==> src/rtl/mem_dump_reader.sv <==
// Post-run memory dump engine: detects a halted core from a stalled fetch PC, then
// reads a fixed window of data memory and streams it out over valid/ready.
module mem_dump_reader #(
  parameter int unsigned ADDR_W      = 8,
  parameter int unsigned DATA_W      = 32,
  parameter int unsigned START_ADDR  = 0,
  parameter int unsigned DUMP_WORDS  = 8,
  parameter int unsigned HALT_CYCLES = 2
) (
  input  logic              clk,
  input  logic              reset,
  input  logic [31:0]       pc,
  output logic              mem_rd_en,
  output logic [ADDR_W-1:0] mem_rd_addr,
  input  logic [DATA_W-1:0] mem_rd_data,
  output logic              out_valid,
  input  logic              out_ready,
  output logic [DATA_W-1:0] out_data,
  output logic [ADDR_W-1:0] out_addr,
  output logic              out_last,
  output logic              halted,
  output logic              done
);

  localparam int unsigned IDX_W = (DUMP_WORDS > 1) ? $clog2(DUMP_WORDS) : 1;
  localparam int unsigned CNT_W = $clog2(HALT_CYCLES + 1);

  localparam logic [IDX_W-1:0]  LastIdx   = IDX_W'(DUMP_WORDS - 1);
  localparam logic [CNT_W-1:0]  HaltCnt   = CNT_W'(HALT_CYCLES);
  localparam logic [ADDR_W-1:0] StartAddr = ADDR_W'(START_ADDR);

  typedef enum logic [2:0] {StMonitor, StIssue, StWait, StPresent, StDone} state_e;

  state_e              r_state;
  state_e              w_state_d;
  logic [31:0]         r_prev_pc;
  logic                r_prev_vld;
  logic [CNT_W-1:0]    r_cnt;
  logic [CNT_W-1:0]    w_cnt_d;
  logic                r_halted;
  logic [ADDR_W-1:0]   r_cur;
  logic [IDX_W-1:0]    r_idx;
  logic [DATA_W-1:0]   r_out_data;
  logic [ADDR_W-1:0]   r_out_addr;
  logic                r_out_last;
  logic                w_halt_set;
  logic                w_handshake;

  always_comb begin
    w_state_d   = r_state;
    w_cnt_d     = r_cnt;
    w_halt_set  = 1'b0;
    w_handshake = 1'b0;
    mem_rd_en   = 1'b0;
    mem_rd_addr = '0;
    out_valid   = 1'b0;
    done        = 1'b0;
    unique case (r_state)
      StMonitor: begin
        // The first cycle out of reset only primes r_prev_pc.
        if (r_prev_vld) begin
          if (pc == r_prev_pc) begin
            w_cnt_d = (r_cnt == HaltCnt) ? r_cnt : r_cnt + 1'b1;
          end else begin
            w_cnt_d = '0;
          end
        end
        if (w_cnt_d == HaltCnt) begin
          w_halt_set = 1'b1;
          w_state_d  = StIssue;
        end
      end
      StIssue: begin
        mem_rd_en   = 1'b1;
        mem_rd_addr = r_cur;
        w_state_d   = StWait;
      end
      StWait: begin
        w_state_d = StPresent;
      end
      StPresent: begin
        out_valid = 1'b1;
        if (out_ready) begin
          w_handshake = 1'b1;
          w_state_d   = r_out_last ? StDone : StIssue;
        end
      end
      StDone: begin
        done = 1'b1;
      end
      default: begin
        w_state_d = StMonitor;
      end
    endcase
  end

  always_ff @(posedge clk) begin
    if (reset) begin
      r_state    <= StMonitor;
      r_prev_pc  <= '0;
      r_prev_vld <= 1'b0;
      r_cnt      <= '0;
      r_halted   <= 1'b0;
      r_cur      <= StartAddr;
      r_idx      <= '0;
      r_out_data <= '0;
      r_out_addr <= '0;
      r_out_last <= 1'b0;
    end else begin
      r_state    <= w_state_d;
      r_prev_pc  <= pc;
      r_prev_vld <= 1'b1;
      if (r_state == StMonitor) begin
        r_cnt <= w_cnt_d;
      end
      if (w_halt_set) begin
        r_halted <= 1'b1;
        r_cur    <= StartAddr;
        r_idx    <= '0;
      end
      // Read data returns the cycle after the strobe, i.e. during StWait.
      if (r_state == StWait) begin
        r_out_data <= mem_rd_data;
        r_out_addr <= r_cur;
        r_out_last <= (r_idx == LastIdx);
      end
      if (w_handshake && !r_out_last) begin
        r_cur <= r_cur + 1'b1;
        r_idx <= r_idx + 1'b1;
      end
    end
  end

  assign out_data = r_out_data;
  assign out_addr = r_out_addr;
  assign out_last = r_out_last;
  assign halted   = r_halted;

endmodule

==> config.mk <==
export PLATFORM = sky130hd
export DESIGN_NAME = mem_dump_reader
export DESIGN_NICKNAME = d
export VERILOG_FILES = /design/src/rtl/mem_dump_reader.sv
export SDC_FILE = /design/constraint.sdc
export NUM_CORES = 1
export LEC_CHECK = 0
export ABC_AREA = 1
export CAP_MARGIN = 20
export CORE_ASPECT_RATIO = 1.5
export CORE_MARGIN = 10
export CORE_UTILIZATION = 46
export DETAILED_ROUTE_END_ITERATION = 8
export PLACE_DENSITY = 0.76
export SYNTH_ARGS = -nofsm -noshare
export SYNTH_HDL_FRONTEND = slang
export SYNTH_SLANG_ARGS = --single-unit
==> constraint.sdc <==
create_clock -name clk -period 1.85 [get_ports clk]
set_clock_uncertainty 0.15 [all_clocks]
set_input_delay 0.555 -clock clk [delete_from_list [all_inputs] [get_ports clk]]
set_output_delay 0.555 -clock clk [all_outputs]
set_load 0.01 [all_outputs]
==> metrics, run 1 <==
CTS tree done; fin nets roughly 760; num ports 120; Synth area leader dfxtp_1; met2 wire len 6260 µm; n_diodes 0; crit-path cells nor3_4, inv_2, buf_12, nor2_1, buf_2; worst-path fanout max 5; final hold viol count 0; share of the synthesized area in the top cell type between 40% and 50%; Util after Layout roughly 74%; critical path's largest stage delay around 0.36 ns; Worst-Margin Slew between 0.3 and 0.4 ns; Power Density between 1000 and 1500 mW/mm²; Final ANT Viol Nets 0; vias in the first global route just under 4000; sequential share of the synthesized area between 40% and 50%; status finished, violations left; Total Wirelength about 12000 µm; GPL Wtd Cong a little over 0.8; max-slew violation count 0; ys async rst share 0%; met3 routed WL 904 µm; clock latency on the worst-skew pair 0.34 ns; Core Footprint approximately 0.008 mm²; maximum vdd drop ~0.94 mV; Synth Register Bits between 90 and 100; f_max 0.486 GHz; WL per Instance about 15 µm; Hold Crit Class in2reg; Max clock buf depth 2; Final period util 111%; Post-Syn Area just under 0.004 mm²; first-pass GRT wire length roughly 19000 µm; CTS root buffer clkbuf_16; footprint of the multi-input gates ~0.0019 mm²; Post-synth EDFFs 0; 1st-pass router iterations 5; final worst slack -0.207 ns; top cells by area, synth dfxtp_1, nand2_1, a21oi_1, nand3_1, inv_1; Total GRT Usage a little under a fifth; crit path kind reg2out; Clock transition at path regs around 0.060 ns; highest metal used met4; via count 3888; Final min period 2.06 ns; share of post-route cells with drive strength above 1 28.8%; number of fillers in the final layout about 650; CP Capture Type output port; final setup fails 10; Sequential Area approximately 0.0018 mm²; grt ovf 0; pin count of the biggest net entering global routing 42; most used flip-flop cell after synthesis dfxtp_1; max cap viols 0; Port Buffer Count roughly 120; initial antenna violation count 0; Post-CTS Hold Fix Bufs 0; chip width about 95 µm; worst path arrival time 1.35 ns; post-route met1 wirelength approximately 4400 µm; count leader, synth nand2_1; clock sinks 91; failing checks setup timing; Top delay family on crit path flip-flops; drt initial violations between 100 and 150; Syn Inst Count just over 500; LEAKAGE between 2 and 3 nW; Initial Util a little under half; dpl hpwl around 8000 µm; Die Y-Extent 132 µm; Buf/Inv on CP 3; Startpoint Class register; CTS buffer count 9; CP required about 1.1 ns; area delta synth->final 55.8%; hold_ws 0.292 ns; Max transition margin between 70% and 80%; CTS H-tree lvls 3; Post-Syn Area per Cell approximately 7.5 µm²; die footprint between 0.01 and 0.015 mm²; RSZ-0062 raised after global routing true; Commonest cells post-synth nand2_1, dfxtp_1, inv_1; row count 40; Netlist cell types 26; residual DRC count 0; YS warnings 0; Worst path slowest cell dfxtp_4; Mapped Nets a little under 600; Via density approximately 4.9
==> worst reg2reg max path, stage by stage, from the launching register on <==
cell	delay, ns
dfxtp_2	0.33
xnor2_2	0.14
nand2_1	0.09
nor2_2	0.14
nand2_1	0.07
nor2_2	0.13
nand3b_1	0.10
nand2_2	0.11
buf_6	0.11
nand3_2	0.08
nand2_2	0.10
nand3_2	0.06
nand2_1	0.07
nor2_1	0.05
==> state kept, by name, summed over array words and instances (netlist names) <==
name	cells
r_cnt	2
out_last	1
out_addr	8
r_state	3
r_cur	8
r_prev_vld	1
halted	1
r_prev_pc	32
r_idx	3
out_data	32
==> stage by stage <==
step	setup TNS (ns)	instances	setup slack [ns]	power, mW	cell area, µm²
floorplan	0	517	0.0377	3.33	3850
global placement	-12.24	759	-0.646	4.20	5410
detailed placement	-12.61	759	-0.692	4.25	5410
CTS	-1.69	791	-0.198	6.47	5830
global route	-3.11	799	-0.249	6.92	6000
finish	-1.57	799	-0.207	6.59	6000
==> power breakdown <==
part           leakage (nW)  switching, mW  internal, mW
sequential            0.746          0.128          2.20
combinational          1.84           1.23          1.02
clock                 0.161          0.716          1.30
==> final timing paths <==
kind	start	endpoint	slack, ns	depth (start not counted)
worst max-delay path	r_state[2]	mem_rd_addr[2]	-0.21	5
worst min-delay path	pc[19]	r_prev_pc[19]	0.29	3
worst max register to register	r_prev_pc[11]	r_state[2]	0.04	13
worst min register to register	out_data[12]	out_data[12]	0.31	2
==> layout make-up <==
cell class / instances / area share [%]
clock buffers: 9 / 3.75
well taps: 105 / 2.19
multi-input cells: 329 / 31.0
inverters: 73 / 4.57
clock inverters: 5 / 1.73
flip-flops and latches: 91 / 30.5
repair buffers: 187 / 26.3
==> placed cells by master, fill, tap and decap left out, types with 2 or more instances in the layout <==
| master | n |
|---|---|
| o21ai_0 | 6 |
| a21oi_1 | 46 |
| clkbuf_2 | 6 |
| dlygate4sd2_1 | 42 |
| nand3_1 | 47 |
| xnor2_2 | 3 |
| nand3b_1 | 2 |
| nand2_2 | 4 |
| nor3_4 | 2 |
| nor2_2 | 7 |
| clkdlybuf4s50_1 | 33 |
| a21oi_2 | 11 |
| ha_1 | 4 |
| nand2_1 | 108 |
| nor2_1 | 41 |
| dfxtp_1 | 87 |
| xnor2_1 | 18 |
| nand3_2 | 7 |
| buf_4 | 57 |
| nand3_4 | 5 |
| dfxtp_2 | 2 |
| nor2_4 | 10 |
| dfxtp_4 | 2 |
| bufinv_16 | 3 |
| buf_2 | 29 |
| buf_12 | 4 |
| inv_2 | 18 |
| clkbuf_16 | 9 |
| buf_6 | 15 |
| inv_1 | 55 |
==> what timing repair did <==
item	CTS	global route
endpoints found under the hold margin	0	0
buffers inserted	18	9
pin swaps	62	32
endpoints found under the setup margin	69	46
cloned	1	0
gates resized for setup	239	42
==> metal layers <==
metal	vias up	GRT usage (%)
met4	0	7.60
met3	20	7.47
met2	103	32.5
met1	1807	18.7
met5	-	0
li1	1958	-
==> cells by family after synthesis <==
| group | Yosys count | share of synthesized area (%) |
|---|---|---|
| buffers and inverters | 97 | 9.68 |
| flip-flops | 91 | 47.3 |
| XOR/XNOR | 21 | 4.77 |
| AND/OR/NAND/NOR | 236 | 27.2 |
| adder cells (fa/ha/maj) | 4 | 1.30 |
| AO/OA/AOI/OAI | 68 | 9.74 |
No activity file was read; power rests on OpenSTA's default activity.
==> run 2, diff against run 1 <==
--- a/config.mk
+++ b/config.mk
@@ -10,7 +10,9 @@
 export CORE_ASPECT_RATIO = 1.5
 export CORE_MARGIN = 10
 export CORE_UTILIZATION = 46
+export CTS_CLUSTER_SIZE = 8
 export DETAILED_ROUTE_END_ITERATION = 8
+export GPL_TIMING_DRIVEN = 0
 export PLACE_DENSITY = 0.76
 export SYNTH_ARGS = -nofsm -noshare
 export SYNTH_HDL_FRONTEND = slang
==> metrics, run 2 (synthesis results as in run 1) <==
worst-path fanout max 4 (-1); final setup fails 10 (unchanged); LEAKAGE 2.48 nW (-9.9%); Final ANT Viol Nets 0 (unchanged); Initial Util 47.5% (unchanged); Util after Layout 68.0% (-6.0 points); drt initial violations 156 (+16%); Clock transition at path regs 0.06 ns (about the same); RR Startpoint r_prev_pc[11]; area delta synth->final 43.1%; max cap viols 0 (unchanged); row count 40 (unchanged); f_max 0.478 GHz (-1.7%); Overall Power 5.89 mW (-11%); Final period util 113% (+1.9 points); final worst slack -0.242 ns (-0.0353 ns); first-pass GRT wire length 17200 µm (-8.7%); post-route cell area 0.00551 mm² (-8.1%); final hold viol count 0 (unchanged); num ports 120 (unchanged); fin nets 733 (-3.8%); GPL Wtd Cong 0.757 (-7.5%); Post-CTS Hold Fix Bufs 0 (unchanged); CP Capture Type output port; CTS root buffer clkbuf_16; clock latency on the worst-skew pair 0.33 ns (about the same); placed cell area 0.00516 mm² (-4.6%); Worst-Margin Slew 0.668 ns (+0.339 ns); WL per Instance 14.1 µm (-4.4%); Max transition margin 55.5% (-23 points); via count 3688 (-5.1%); initial antenna violation count 0 (unchanged); Worst Setup SP r_state[2]; Via density 4.79 (-1.6%); Startpoint Class register; maximum vdd drop 0.729 mV (-23%); Buf/Inv on CP 3 (unchanged); Total Wirelength 10800 µm (-7.8%); Worst path slowest cell dfxtp_4; Final min period 2.09 ns (+0.0353 ns); Hold Crit Class in2reg; pin count of the biggest net entering global routing 14 (-67%); footprint of the multi-input gates 0.00179 mm² (-3.6%); critical path's largest stage delay 0.36 ns (about the same); failing checks setup timing; reg2reg setup slack 0.03 ns (about the same); Port Buffer Count 118 (-0.84%); commonest non-fill, non-tap cell in the layout nand2_1; Sequential Area 0.00184 mm² (+0.20%); CTS buffer count 9 (unchanged); worst hold start pc[2]; number of fillers in the final layout 728 (+11%); chip width 94.7 µm (unchanged); Reg-to-Reg End r_cur[1]; vias in the first global route 3664 (-7.0%); CTS tree done; Total GRT Usage 16.9% (-1.7 points); Max clock buf depth 2 (unchanged); CP required 1.14 ns (about the same); grt ovf 0 (unchanged); residual DRC count 0 (unchanged); Power Density 1070 mW/mm² (-2.8%); crit path kind reg2out; 1st-pass router iterations 5 (unchanged); clock sinks 91 (unchanged); RSZ-0062 raised after global routing true; Top delay family on crit path buffers and inverters; worst path arrival time 1.39 ns (+0.04 ns); CTS H-tree lvls 3 (unchanged); worst hold path depth 3 (unchanged); die footprint 0.0125 mm² (unchanged); Hold Crit Endpoint r_prev_pc[2]; FF-to-FF path depth 11 (-2); status finished, violations left; dpl hpwl 7950 µm (-0.38%); max-slew violation count 0 (unchanged); crit-path cells nor3_4, buf_6, clkinvlp_4, nor2_1, buf_2; n_diodes 0 (unchanged); commonest non-fill, non-tap cells in the layout nand2_1, dfxtp_1, inv_1; Core Footprint 0.00811 mm² (unchanged); share of post-route cells with drive strength above 1 22.9% (-6.0 points); Die Y-Extent 132 µm (unchanged)
==> run 2: cell count changes in the layout (fill, tap and decap cells not counted), moves of 4 or more <==
| cell | previous run | this run |
|---|---|---|
| clkbuf_1 | 0 | 16 |
| nand2_2 | 4 | 8 |
| buf_4 | 57 | 13 |
| a21oi_1 | 46 | 50 |
| nor2_1 | 41 | 46 |
| buf_12 | 4 | 0 |
| buf_6 | 15 | 7 |
| nor2_4 | 10 | 5 |
| clkbuf_2 | 6 | 13 |
==> run 2: area by class of cell <==
cell class / count / area share [%]
Sequential cell: 91 / 33.3
Multi-Input combinational cell: 329 / 32.5
Timing Repair Buffer: 133 / 19.7
Inverter: 73 / 5.20
Clock buffer: 11 / 4.58
Tap cell: 105 / 2.38
Buffer: 24 / 1.97
Clock inverter: 3 / 0.272
Timing Repair inverter: 1 / 0.136
==> run 2: where the power goes <==
part / total, mW / switching, mW / internal (mW) / leakage, nW
clock: 1.67 / 0.708 / 0.961 / 0.137
sequential: 2.35 / 0.145 / 2.20 / 0.747
combinational: 1.87 / 1.10 / 0.772 / 1.59
==> run 2: metrics by stage <==
step | setup TNS (ns) | hold WS, ns | setup WS, ns | instances
after floorplan | 0 | 0.282 | 0.0377 | 517
after global placement | -18.97 | 0.292 | -0.636 | 740
after detailed placement | -20.78 | 0.293 | -0.688 | 740
after CTS | -1.28 | 0.284 | -0.246 | 760
after global routing | -2.73 | 0.277 | -0.300 | 770
final | -1.56 | 0.286 | -0.242 | 770
==> run 2: layer usage <==
layer | wire length (µm) | share of wire (%) | up-vias | GRT usage [%]
li1 | - | - | 1902 | -
met1 | 4160 | 38 | 1653 | 18.0
met2 | 5560 | 51 | 119 | 28.9
met3 | 897 | 8.3 | 14 | 6.61
met4 | 208 | 1.9 | 0 | 6.01
met5 | 0 | 0 | - | 0
==> run 2: repair_timing <==
item / 4_1_cts / 5_1_grt
pin swaps: 58 / 38
resized for setup: 204 / 68
setup buffers: 5 / 10
cloned: 1 / 1
endpoints found under the setup margin: 68 / 32
==> run 2: tightest hold or removal path, stage by stage <==
cell and delay, ns:
clkbuf_2 0.09, inv_1 0.05, nor2_1 0.03
==> run 2: worst max path at each step <==
| stage | to | slack, ns | cells after the start |
|---|---|---|---|
| 6_report | mem_rd_addr[2] | -0.24 | 5 |
| 2_1_floorplan | mem_rd_addr[0] | 0.04 | 4 |
| 3_5_place_dp | r_cur[1] | -0.69 | 13 |
| 5_1_grt | mem_rd_addr[2] | -0.30 | 6 |
| 3_3_place_gp | r_cur[4] | -0.64 | 13 |
| 4_1_cts | mem_rd_addr[3] | -0.25 | 4 |
